==> src/rtl/axi_mem_if_pkg.sv <==
// ---------------------------------------------------------------------------
// axi_mem_if_pkg
//   Shared types for the AXI write responder and its address generator.
//   burst_t    : AXI burst encoding (FIXED / INCR / WRAP / reserved)
//   wr_state_t : write-responder FSM states
//   RESP_*     : B channel response codes
//   wrap_len_ok: legal WRAP burst lengths (2, 4, 8 or 16 beats)
// ---------------------------------------------------------------------------
package axi_mem_if_pkg;

   typedef enum logic [1:0] {
      BURST_FIXED = 2'b00,
      BURST_INCR  = 2'b01,
      BURST_WRAP  = 2'b10,
      BURST_RSVD  = 2'b11
   } burst_t;

   typedef enum logic [1:0] {
      WR_IDLE,
      WR_WRITE,
      WR_RESP
   } wr_state_t;

   localparam logic [1:0] RESP_OKAY   = 2'b00;
   localparam logic [1:0] RESP_SLVERR = 2'b10;

   function automatic logic wrap_len_ok(input logic [7:0] len);
      return (len == 8'd1) || (len == 8'd3) || (len == 8'd7) || (len == 8'd15);
   endfunction

endpackage

==> src/rtl/axi_burst_addr_gen.sv <==
// ---------------------------------------------------------------------------
// axi_burst_addr_gen
//   Combinational AXI next-beat address calculation.
//   addr_i      : current beat byte address
//   len_i       : burst length - 1
//   size_i      : log2 bytes per beat
//   burst_i     : burst type
//   next_addr_o : address of the following beat (carries out of the top bit dropped)
//   wrap_err_o  : WRAP requested with an illegal length; address falls back to INCR
// ---------------------------------------------------------------------------
module axi_burst_addr_gen
   import axi_mem_if_pkg::*;
#(
   parameter int unsigned ADDR_WIDTH = 32
) (
   input  logic [ADDR_WIDTH-1:0] addr_i,
   input  logic [7:0]            len_i,
   input  logic [2:0]            size_i,
   input  burst_t                burst_i,
   output logic [ADDR_WIDTH-1:0] next_addr_o,
   output logic                  wrap_err_o
);

   logic [ADDR_WIDTH-1:0] inc;
   logic [ADDR_WIDTH-1:0] incr_addr;
   logic [ADDR_WIDTH-1:0] wrap_mask;

   always_comb begin
      inc         = ADDR_WIDTH'(1) << size_i;
      incr_addr   = addr_i + inc;
      // Wrap window is the total burst size in bytes.
      wrap_mask   = ((ADDR_WIDTH'(len_i) + ADDR_WIDTH'(1)) << size_i) - ADDR_WIDTH'(1);
      next_addr_o = incr_addr;
      wrap_err_o  = 1'b0;
      case (burst_i)
         BURST_FIXED: next_addr_o = addr_i;
         BURST_WRAP: begin
            if (wrap_len_ok(len_i)) begin
               next_addr_o = (addr_i & ~wrap_mask) | (incr_addr & wrap_mask);
            end else begin
               next_addr_o = incr_addr;
               wrap_err_o  = 1'b1;
            end
         end
         default: next_addr_o = incr_addr;
      endcase
   end

endmodule

==> src/rtl/axi_write_ctrl.sv <==
// ---------------------------------------------------------------------------
// axi_write_ctrl
//   AXI4 write-channel responder, one outstanding burst. Accepts an AW burst,
//   turns every W beat into one memory write at the computed beat address and
//   returns a single B response per burst.
//   clk_i, rst_ni              : clock, asynchronous active-low reset
//   aw_*                       : AW channel (valid/ready, addr, len, size, burst, id, user)
//   w_*                        : W channel (valid/ready, data, strb, last)
//   b_*                        : B channel (valid/ready, resp, id, user)
//   mem_req_o/mem_we_o         : memory write request / write enable
//   mem_addr_o/wdata_o/be_o    : beat address, data and byte enables
//   mem_gnt_i                  : memory grant, a write completes on req & gnt
// ---------------------------------------------------------------------------
module axi_write_ctrl
   import axi_mem_if_pkg::*;
#(
   parameter int unsigned ID_WIDTH   = 4,
   parameter int unsigned ADDR_WIDTH = 32,
   parameter int unsigned DATA_WIDTH = 64,
   parameter int unsigned USER_WIDTH = 6
) (
   input  logic                    clk_i,
   input  logic                    rst_ni,
   input  logic                    aw_valid_i,
   input  logic [ADDR_WIDTH-1:0]   aw_addr_i,
   input  logic [7:0]              aw_len_i,
   input  logic [2:0]              aw_size_i,
   input  logic [1:0]              aw_burst_i,
   input  logic [ID_WIDTH-1:0]     aw_id_i,
   input  logic [USER_WIDTH-1:0]   aw_user_i,
   output logic                    aw_ready_o,
   input  logic                    w_valid_i,
   input  logic [DATA_WIDTH-1:0]   w_data_i,
   input  logic [DATA_WIDTH/8-1:0] w_strb_i,
   input  logic                    w_last_i,
   output logic                    w_ready_o,
   output logic                    b_valid_o,
   output logic [1:0]              b_resp_o,
   output logic [ID_WIDTH-1:0]     b_id_o,
   output logic [USER_WIDTH-1:0]   b_user_o,
   input  logic                    b_ready_i,
   output logic                    mem_req_o,
   output logic                    mem_we_o,
   output logic [ADDR_WIDTH-1:0]   mem_addr_o,
   output logic [DATA_WIDTH-1:0]   mem_wdata_o,
   output logic [DATA_WIDTH/8-1:0] mem_be_o,
   input  logic                    mem_gnt_i
);

   localparam int unsigned STRB_WIDTH = DATA_WIDTH / 8;
   localparam logic [2:0]  MAX_SIZE   = 3'($clog2(STRB_WIDTH));

   wr_state_t             state_q;
   logic [ADDR_WIDTH-1:0] addr_q;
   logic [7:0]            len_q;
   logic [2:0]            size_q;
   burst_t                burst_q;
   logic [ID_WIDTH-1:0]   id_q;
   logic [USER_WIDTH-1:0] user_q;
   logic [7:0]            beat_cnt_q;
   logic                  err_q;

   logic [ADDR_WIDTH-1:0] next_addr;
   logic                  wrap_err;
   logic                  in_write;
   logic                  in_resp;
   logic                  beat_fire;
   logic                  last_beat;
   logic                  last_mismatch;
   logic                  aw_cfg_err;

   axi_burst_addr_gen #(
      .ADDR_WIDTH (ADDR_WIDTH)
   ) u_addr_gen (
      .addr_i      (addr_q),
      .len_i       (len_q),
      .size_i      (size_q),
      .burst_i     (burst_q),
      .next_addr_o (next_addr),
      .wrap_err_o  (wrap_err)
   );

   assign in_write      = (state_q == WR_WRITE);
   assign in_resp       = (state_q == WR_RESP);
   assign beat_fire     = in_write && w_valid_i && mem_gnt_i;
   assign last_beat     = (beat_cnt_q == len_q);
   assign last_mismatch = (w_last_i != last_beat);
   assign aw_cfg_err    = (aw_burst_i == 2'b11) || (aw_size_i > MAX_SIZE);

   // Beat count, not w_last_i, ends the burst; a misplaced last only flags SLVERR.
   always_ff @(posedge clk_i or negedge rst_ni) begin
      if (!rst_ni) begin
         state_q    <= WR_IDLE;
         addr_q     <= '0;
         len_q      <= '0;
         size_q     <= '0;
         burst_q    <= BURST_FIXED;
         id_q       <= '0;
         user_q     <= '0;
         beat_cnt_q <= '0;
         err_q      <= 1'b0;
      end else begin
         case (state_q)
            WR_IDLE: begin
               if (aw_valid_i) begin
                  addr_q     <= aw_addr_i;
                  len_q      <= aw_len_i;
                  size_q     <= aw_size_i;
                  burst_q    <= burst_t'(aw_burst_i);
                  id_q       <= aw_id_i;
                  user_q     <= aw_user_i;
                  beat_cnt_q <= '0;
                  err_q      <= aw_cfg_err;
                  state_q    <= WR_WRITE;
               end
            end
            WR_WRITE: begin
               if (beat_fire) begin
                  addr_q     <= next_addr;
                  beat_cnt_q <= beat_cnt_q + 8'd1;
                  err_q      <= err_q | wrap_err | last_mismatch;
                  if (last_beat) begin
                     state_q <= WR_RESP;
                  end
               end
            end
            WR_RESP: begin
               if (b_ready_i) begin
                  state_q <= WR_IDLE;
               end
            end
            default: state_q <= WR_IDLE;
         endcase
      end
   end

   always_comb begin
      aw_ready_o  = (state_q == WR_IDLE);
      w_ready_o   = in_write && mem_gnt_i;
      mem_req_o   = in_write && w_valid_i;
      mem_we_o    = in_write && w_valid_i;
      mem_addr_o  = '0;
      mem_wdata_o = '0;
      mem_be_o    = '0;
      b_valid_o   = in_resp;
      b_resp_o    = RESP_OKAY;
      b_id_o      = '0;
      b_user_o    = '0;
      if (in_write) begin
         mem_addr_o  = addr_q;
         mem_wdata_o = w_data_i;
         mem_be_o    = w_strb_i;
      end
      if (in_resp) begin
         b_resp_o = err_q ? RESP_SLVERR : RESP_OKAY;
         b_id_o   = id_q;
         b_user_o = user_q;
      end
   end

endmodule

==> config.mk <==
export PLATFORM = sky130hd
export DESIGN_NAME = axi_write_ctrl
export DESIGN_NICKNAME = d
export VERILOG_FILES = /design/src/rtl/axi_mem_if_pkg.sv /design/src/rtl/axi_burst_addr_gen.sv /design/src/rtl/axi_write_ctrl.sv
export SDC_FILE = /design/constraint.sdc
export NUM_CORES = 1
export LEC_CHECK = 0
export ABC_CLOCK_PERIOD_IN_PS = 3590
export CORE_MARGIN = 4
export CORE_UTILIZATION = 40
export DETAILED_ROUTE_END_ITERATION = 7
export PLACE_DENSITY = 0.79
export SLEW_MARGIN = 20
export SYNTH_ARGS = -nofsm -noshare
export SYNTH_HDL_FRONTEND = slang
export SYNTH_SLANG_ARGS = --single-unit
==> constraint.sdc <==
create_clock -name clk_i -period 3.59 [get_ports clk_i]
set_clock_uncertainty 0.15 [all_clocks]
set_input_delay 0.5385 -clock clk_i [delete_from_list [all_inputs] [get_ports clk_i]]
set_output_delay 0.5385 -clock clk_i [all_outputs]
set_load 0.01 [all_outputs]
# Word level (Yosys, flattened, before mapping)
# Index checks and enable logic that the tools add are counted.
# op_classes
add_sub_neg	4
n_mul	0
div_mod_pow	0
n_lt_le_gt_ge	1
eq_ne	15
shift	2
muxes	25
bitwise_logic	6
n_reduce_logical	14
# op_table
op	n
two-way mux 32 bit	4
case mux 32 bit (2 select lines)	2
AND 32 bit	2
two-way mux 64 bit	1
adder 32 bit	1
NOT 32 bit	1
bitwise OR 32 bit	1
left shift 1 x 3 -> 32 bit (first input constant)	1
left shift 32 x 3 -> 32 bit	1
subtractor 32 x 1 -> 32 bit (second input constant)	1
two-way mux 8 bit	3
case mux 8 bit (2 select lines)	1
two-way mux 2 bit	6
adder 8 x 1 -> 9 bit (second input constant)	1
adder 8 x 1 -> 8 bit (second input constant)	1
== test 8 x 1 -> 1 bit (second input constant)	1
== test 8 x 2 -> 1 bit (second input constant)	1
== test 8 x 3 -> 1 bit (second input constant)	1
== test 8 x 4 -> 1 bit (second input constant)	1
== test 8 bit	1
AND reduction 4 bit	2
== test 2 bit (second input constant)	3
two-way mux 6 bit	1
inequality test 2 x 1 -> 1 bit (second input constant)	3
15 further kinds	26
# word_totals
ff_bits	66
latchBits	0
ram_bits	0
romBits	0
input_bits	134
output_inout_bits	121
elab_cells	76
n_memories	0

# Depth between registers and ports, before layout
# Gate-level depths: netlist of run 1.
# logic_depth
ltp_word	10
depth_mapped	17
ltp_nobuf	15

# By module
# From an unflattened synthesis of run 1, not the netlist that was laid out.
# hier_totals
hier_cells	778
hier_area_um2	6034.5
# by_module_without_submodules
module	instances	cells_per_inst	area_per_inst_um2
axi_write_ctrl	1	440	3839.9
axi_burst_addr_gen	1	338	2194.6

# Worst setup path after synthesis of run 1
# No wires, ideal clock.
# synth_path
kind	flip-flop to flip-flop
start	register size_q[2]
end	register with a tool-made name
setup_ns	0.065
arrival_time_ns	3.724
required_time_ns	3.375
setup_slack_ns	-0.349
path_stages_with_launch	15
path_buffers	4
synth_period_minus_slack_ns	3.939
cell_sequence	dfrtp_1 -> clkbuf_1 -> clkbuf_1 -> clkbuf_1 -> clkbuf_1 -> or2_2 -> fa_1 -> nor2b_1 -> o21ai_0 -> a21oi_1 -> o31ai_1 -> nor3b_1 -> nand4_1 -> o41ai_1 -> a22o_1
# synth_rtl
item	line_no	text
from (decl)	axi_write_ctrl.sv:56	logic [2:0] size_q;
from (signal assigned)	axi_write_ctrl.sv:108	size_q <= aw_size_i;

==> results of run 1 <==
per-layer routing:
| metal | share of wire (%) | track usage [%] | up-vias |
|---|---|---|---|
| li1 | - | - | 3383 |
| met1 | 44 | 30.4 | 3169 |
| met2 | 47 | 39.4 | 254 |
| met3 | 6.3 | 5.43 | 39 |
| met4 | 2.2 | 7.41 | 0 |
| met5 | 0 | 0 | - |
worst max-delay path, delay by kind of cell, from the launching register on:
kind,cells,cell delay (ns)
fa+ha+maj,2,0.40
xor+xnor,1,0.31
simple gates,4,0.50
buf+inv,1,0.15
compound gates,6,1.31
flops,1,0.38
layout make-up:
class                   instances  area [um^2]
fillers                      1309         5360
multi-input cells             671         4200
repair buffers                303         2940
flip-flops and latches         66         1660
well taps                     184          230
clock buffers                  10          229
inverters                      25         93.8
clock inverters                 4         45.0
cells in the final DEF, fill, tap and decap left out, types with 24 or more instances in the layout:
| master | instances |
|---|---|
| a21oi_1 | 29 |
| and2_1 | 116 |
| buf_4 | 47 |
| clkdlybuf4s50_1 | 252 |
| dfrtp_1 | 63 |
| inv_1 | 25 |
| nand2_1 | 132 |
| nand3_1 | 24 |
| nor2_1 | 50 |
| o21ai_0 | 42 |
stage by stage:
step | setup slack, ns | hold WS [ns]
floorplan | 0.0134 | 0.0929
global placement | 0.153 | 0.301
detailed placement | 0.0302 | 0.304
CTS | 0.0200 | 0.282
global route | -0.0217 | 0.345
finish | 0.263 | 0.257
cell families after synthesis:
| logic type | after synthesis |
|---|---|
| other | 1 |
| flip-flops | 66 |
| AND/OR/NAND/NOR | 419 |
| XOR/XNOR | 30 |
| buffers and inverters | 80 |
| adder cells (fa/ha/maj) | 14 |
| multiplexers | 6 |
| AO/OA/AOI/OAI | 201 |
power by group through the flow:
stage          combinational, mW  clock [mW]  sequential, mW
2_1_floorplan               2.83           0            1.28
3_3_place_gp                4.31           0            1.44
3_5_place_dp                4.37           0            1.45
4_1_cts                     4.39       0.863            1.44
5_1_grt                     4.97       0.888            1.49
6_report                    4.55       0.846            1.44
worst max-delay path by stage:
stage	end	from	slack, ns	cells after the start
2_1_floorplan	register	size_q[2]	0.01	15
3_3_place_gp	register	len_q[2]	0.15	13
3_5_place_dp	register	len_q[2]	0.03	13
4_1_cts	register	len_q[2]	0.02	13
5_1_grt	register	len_q[0]	-0.02	14
6_report	register	len_q[0]	0.26	14
repair_timing:
action / CTS / global route
resized for setup: 0 / 18
setup endpoints to repair: 0 / 18
buffers inserted: 0 / 3
==> results.md, run 1 <==
Logic synthesis:
- The share of the synthesized area in compound gates (AO/OA/AOI/OAI) is between 20% and 30%.
- The share of the synthesized area in the top cell type is a little over a quarter.
- The share of synthesized flip-flops with an asynchronous set or reset is 100%.
- Summing the areas of all and, or, nand and nor instances in the mapped netlist gives a little over a third of the synthesized area.
- In the synthesized netlist, the cells that appear most often are nand2_1 (132), and2_1 (116), dfrtp_1 (66).
- The cell area that synthesis handed to floorplanning was 6120 um^2.
- The most frequent cell after synthesis is nand2_1.
- The synthesized netlist cell count is just over 800.
- Measured against the total synthesized area, the mux share comes to 1.02%.
- The portion of the post-synthesis area used by sequential elements is 27.0%.
- The largest area contributor in the netlist is dfrtp_1.
- The dominant register cell in the synthesized netlist is dfrtp_1.
- The largest family of logic cells by synthesized area is simple AND/OR/NAND/NOR gates.
- In this run, synthesis inferred 0 flip-flops with an integrated enable.
- The average instance in the mapped netlist occupies approximately 7.5 um^2.
- The number of library cell types mapped by synthesis is 80.
- In the post-synthesis netlist, the biggest area contributors are dfrtp_1 (27%), and2_1 (12%), nand2_1 (8.1%).
- For this run, the number of Yosys warnings is 0.
- The synthesized-area fraction occupied by adder cells is approximately 3%.
- The parity-gate share of the synthesized area counting xor and xnor cells is approximately 4.4%.
- Synthesis produced a netlist with a net count of ~970.
- The number of register bits inferred by synthesis is 66.

Setup path:
- Data on the critical path is required at its endpoint by approximately 3.7 ns.
- The critical path class is register to register.
- The worst setup path is captured at a register.
- The slack of the worst reg-to-reg path is ~0.26 ns.
- The worst register-to-register path has a depth of 14.
- The delay of the slowest cell on the worst path is 0.38 ns.
- STA puts the critical path data arrival time at approximately 3.4 ns.
- The critical path startpoint category is a register.
- The critical path goes through ha_2 > buf_4 > xor2_1 > o211ai_1 > o221a_2 > a221o_1 > nand2_1 > nor4_4 > and2_1 > ha_1 > o31ai_1 > nor2_1 > a22oi_1 > o21ai_0.
- The start of the worst register-to-register path is len_q[0].
- Of all nets on the critical path, the largest fanout is 4.
- The highest-delay cell along the critical path is dfrtp_1.

GRT:
- The number of antenna violations at the first check in global routing is 0.
- Summed over all layers, the global routing overflow is 0.
- The via count of the first global-routing pass is 6600.
- Entering global routing, the biggest net connects 68 pins.
- The wire length of the first global-routing pass is 34100 um.
- Global routing used a little under a quarter of the available tracks across all layers.

Routing:
- The length of the first detailed-routing pass in iterations is 5.
- In the routed layout, each cell is associated on average with a via count of 5.42.
- The detailed router finished its first iteration with 600 violations.
- In this run the remaining antenna-violating nets after routing total 0.
- The post-detailed-route wirelength per cell is 16.7 um.
- The number of vias after detailed routing is 6845.
- In the routed design, unresolved DRC markers number 0.
- The total detailed-routing wirelength is 21000 um.

Pwr:
- Combinational logic burns roughly two thirds of the power.
- The cell-internal power is between 3 and 4 mW.
- Power comes to slightly below 7 mW.
- The worst ir drop on vdd is 0.000336 V.
- The net switching fraction of the power is approximately 44%.
- The share of total power in the clock network is about an eighth.
- The power density over the cells is 727 nW/um^2.
- The static leakage is between 3 and 4 nW.
- The share of total power in sequential cells is about a fifth.
- The net switching power is a little over 3 mW.

Clocking:
- Hold repair after CTS inserted 0 buffers.
- Clock-pin slew was measured on the worst setup and hold paths at about 0.050 ns.
- The number of buffers created by CTS is 9.
- The H-tree was split into 3 levels.
- The clock sink count is between 60 and 70.
- In this run the clock root is driven by a clkbuf_16.
- The maximum buffer depth of the clock tree is 2.
- TritonCTS built the clock tree.
- The insertion delay of the later-clocked pin in the worst-skew pair is about 0.34 ns.

Place:
- In this run the tool buffered the top-level ports with roughly 250 buffer cells.
- Including well taps, the total number of placed cells is approximately 1200.
- Routability-driven placement finished with a final weighted congestion of roughly 0.92.
- Detailed placement finished with a half-perimeter wire length of 16500 um.
- After detailed placement, the total cell area comes to around 9000 um^2.

STA:
- The slew at the pin closest to its max-slew limit is slightly below 0.9 ns.
- The maximum frequency from static timing analysis is around 300 MHz.
- The part of the cycle the worst path needs is 92.7%.
- Summed over all failing endpoints, the final setup total negative slack is 0 ns.
- The number of hold violations in the final report was 0.
- The routed design could run at a clock period as short as between 3 and 4 ns.
- The number of max-slew violations in the final report was 0.
- The number of endpoints failing setup at the final stage is 0.
- In this run the tightest slew margin relative to its limit is around 41%.

Floorplan:
- The die covers approximately 17000 um^2.
- The initialized floorplan defines 44 standard-cell rows.
- The effective utilization at floorplan is ~41%.
- The core footprint is about 15000 um^2.
- The horizontal extent of the die is between 100 and 150 um.
- The die height is 132 um.
- In this run the count of I/O pins placed on the die edge is ~260.

Hold path:
- The min-delay analysis places its worst path in the category input port to asynchronous set/reset pin.

Cells and area:
- The layout cell share with drive strength beyond 1 is roughly 10%.
- For this run, the number of standard cells in the final layout without fillers is 1263.
- After the last flow step, the layout net total stands at around 1200.
- The final cell area excluding filler cells is 9390 um^2.
- Measured on the finished design, the core utilization comes to a little under two thirds.
- The antenna diode instance count is 0.
- The synthesis-to-layout area growth is 53.5%.

Flow run:
- The number of max-cap violations is 0.

Status:
- The run finished with clean final reports.
Note: power is estimated with default switching activity, not from simulation.
==> run 2: changes to the inputs <==
--- a/config.mk
+++ b/config.mk
@@ -9,6 +9,7 @@
 export CORE_MARGIN = 4
 export CORE_UTILIZATION = 40
 export DETAILED_ROUTE_END_ITERATION = 7
+export GPL_TIMING_DRIVEN = 0
 export PLACE_DENSITY = 0.79
 export SLEW_MARGIN = 20
 export SYNTH_ARGS = -nofsm -noshare
==> results.md, run 2 (synthesis results as in run 1) <==
STA:
- The number of max-slew violations in the final report is 0.
- The number of hold violations in the final report is 0.
- The remaining max-slew budget at the tightest pin is 54.9%.
- Hold timing on the final database bottoms out at a slack of about 0.32 ns.
- In the post-route analysis, the smallest setup slack over all paths is 0.0738 ns.
- At the pin with the least slew margin, the transition time is slightly below 0.7 ns.
- Setup repair after global routing could not meet its margin everywhere.
- The worst path uses a little over nine tenths of the clock period.
- Counting I/O delays and the setup requirement, the final critical path takes roughly 3.5 ns.
- The maximum frequency from static timing analysis is around 280 MHz.
- The number of endpoints failing setup at the final stage is 0.

GRT:
- The residual overflow from global routing is 0.
- The number of antenna violations at the first check in global routing is 0.
- The via count of the first global-routing pass is ~7000.
- The pin count of the biggest net entering global routing is 47.
- In the global route stage, met1 resource usage came out at about a third.
- The met3 global-route usage is around 7%.
- The wire length of the first global-routing pass is ~37000 um.
- The global routing's busiest layer is met2.
- The total routing usage reported by global routing is 25.4%.
- The met2 track utilization from global routing is approximately 42%.

Flow run:
- The tool flagged a number of max-cap violations equal to 0.

Clocking:
- The insertion delay of the later-clocked pin in the worst-skew pair is 0.34 ns.
- The total number of H-tree levels is 3.
- After clock tree synthesis, the clock-pin slew on the worst setup and hold paths is 0.06 ns.
- The tree built by TritonCTS fans out to between 60 and 70 sinks.
- The number of buffers created by CTS is 9.
- The maximum buffer depth of the clock tree is 2.
- The clock tree from TritonCTS is built.
- CTS placed an instance of clkbuf_16 at the clock tree root.

Cells and area:
- The antenna diode instance count is 0.
- The filler cells instantiated in the layout total 1242.
- The synthesis-to-layout area growth is 58.7%.
- Cells fill between 60% and 70% of the core in the end.
- The library cell used most frequently in the layout, excluding fill and tap cells, is clkdlybuf4s50_1.
- The library cells used most frequently in the layout, excluding fill and tap cells, are clkdlybuf4s50_1 (252), nand2_1 (130), and2_1 (116), dfrtp_1 (63), nor2_1 (46).
- The count of placed standard cells in the final layout, fillers left out is around 1300.
- In the final layout, the share of cells above drive strength 1 is between 10% and 20%.
- The final layout net count is approximately 1300.

Floorplan:
- The core footprint is 14800 um^2.
- The standard-cell row count is 44.
- 255 I/O pins were placed.
- The area enclosed by the die boundary is 17300 um^2.
- The horizontal extent of the die is ~130 um.
- Measured along the y axis, the die boundary spans ~130 um.
- The effective utilization at floorplan is between 40 and 50%.

Setup path:
- The required time at the worst-slack endpoint is between 3 and 4 ns.
- Across all register-to-register paths, the minimum setup slack is about 0.074 ns.
- The worst-path maximum fanout is 8.
- At the worst endpoint, the arrival time is roughly 3.6 ns.
- The highest-delay cell along the critical path is or4_4.
- The delay of the slowest cell on the worst path is roughly 0.44 ns.
- The endpoint class of the critical path is a register.
- Measured in cells, the most critical reg-to-reg path has a length of 15.
- The signal on the critical path passes through ha_1 > buf_6 > and3_1 > buf_2 > mux2i_4 > nor4_2 > or4_4 > a21o_1 > nor4_4 > and2_1 > ha_1 > nand2_1 > o21ai_0 > o21ai_1 > o21ai_0.
- The start of the worst register-to-register path is len_q[0].
- The critical path class is register to register.
- The critical path startpoint category is a register.

Routing:
- The first-iteration detailed-routing DRC count is 763.
- The number of remaining DRC errors is 0.
- Summing over every cut layer, the via total after detailed routing is 7218.
- The detail-routed via count per cell is approximately 5.6.
- For this run, the detailed router's first-pass iteration total came to 6.
- For this block, the routed nets add up to 23400 um of wire.
- The post-detailed-route wirelength per cell is roughly 18 um.
- Once detail routing completed, the nets flagged for antenna violations numbered 0.

Place:
- At the placement stage, the worst setup path has a slack of -0.649 ns.
- The number of placed instances, taps included is between 1000 and 1500.
- The congestion estimate from routability-driven global placement came to ~0.9.
- The number of buffers added on ports is ~250.
- The HPWL after detailed placement is approximately 18000 um.

Hold path:
- The worst hold path terminates at user_q[4].
- The worst hold path passes through 2 cells.
- In this run the most critical hold path is launched from user_q[4].
- The tightest min-delay check is of the register to register type.

Pwr:
- The static leakage is roughly 4.0 nW.
- In this run the power density over the cells is around 760 nW/um^2.
- Across the VDD grid, the largest voltage drop is roughly 0.00032 V.

Status:
- The flow ran to the end, and the final reports show no timing, DRC or antenna violations.
## run 2: worst max path at each step
stage               cells after the start       end      start
finish                                 15  register   len_q[0]
global route                           15  register   len_q[0]
CTS                                    17  register  size_q[2]
detailed placement                     15  register  size_q[2]
global placement                       15  register  size_q[2]
floorplan                              15  register  size_q[2]
## run 2: metal layers
| metal | wire [um] | up-vias |
|---|---|---|
| li1 | - | 3449 |
| met2 | 11000 | 359 |
| met1 | 9820 | 3364 |
| met3 | 2060 | 46 |
| met5 | 0 | - |
| met4 | 489 | 0 |
## run 2: layout make-up
class                   instances  area, um^2  share of cell area, %
repair buffers                278        2740                   28.3
clock inverters                 4        76.3                  0.786
plain buffers                  55         327                   3.36
inverters                      25        93.8                  0.966
clock buffers                  11         243                   2.50
multi-input cells             672        4340                   44.7
well taps                     184         230                   2.37
flip-flops and latches         66        1660                   17.0
## run 2: worst max-delay path: cells and delay by family, from the launching register on
kind | cells | cell delay (ns)
AO/OA/AOI/OAI | 4 | 0.62
adder cells (fa/ha/maj) | 2 | 0.42
buffers and inverters | 2 | 0.30
AND/OR/NAND/NOR | 6 | 1.26
flip-flops | 1 | 0.41
multiplexers | 1 | 0.23
## run 2: what timing repair did
action                                  in CTS  in global routing
hold buffers                                 1                  0
endpoints found under the hold margin       20                  0
setup buffers                               12                 11
cloned                                       0                  1
endpoints found under the setup margin      44                 79
pin swaps                                   12                 14
gates resized for setup                     32                 49
## run 2: per-stage QoR
step	instance area (um^2)	power, mW	setup TNS (ns)
after floorplan	6140	4.11	0
after global placement	8900	5.65	-40.07
after detailed placement	8920	5.71	-7.10
after CTS	9480	6.95	-0.00215
after global routing	9710	7.83	-0.305
final	9710	7.35	0
## run 2: report_power, final
part	leakage, nW	switching [mW]	internal [mW]
combinational	3.03	2.68	2.34
sequential	0.800	0.324	1.05
clock	0.152	0.335	0.624
total	3.98	3.34	4.01
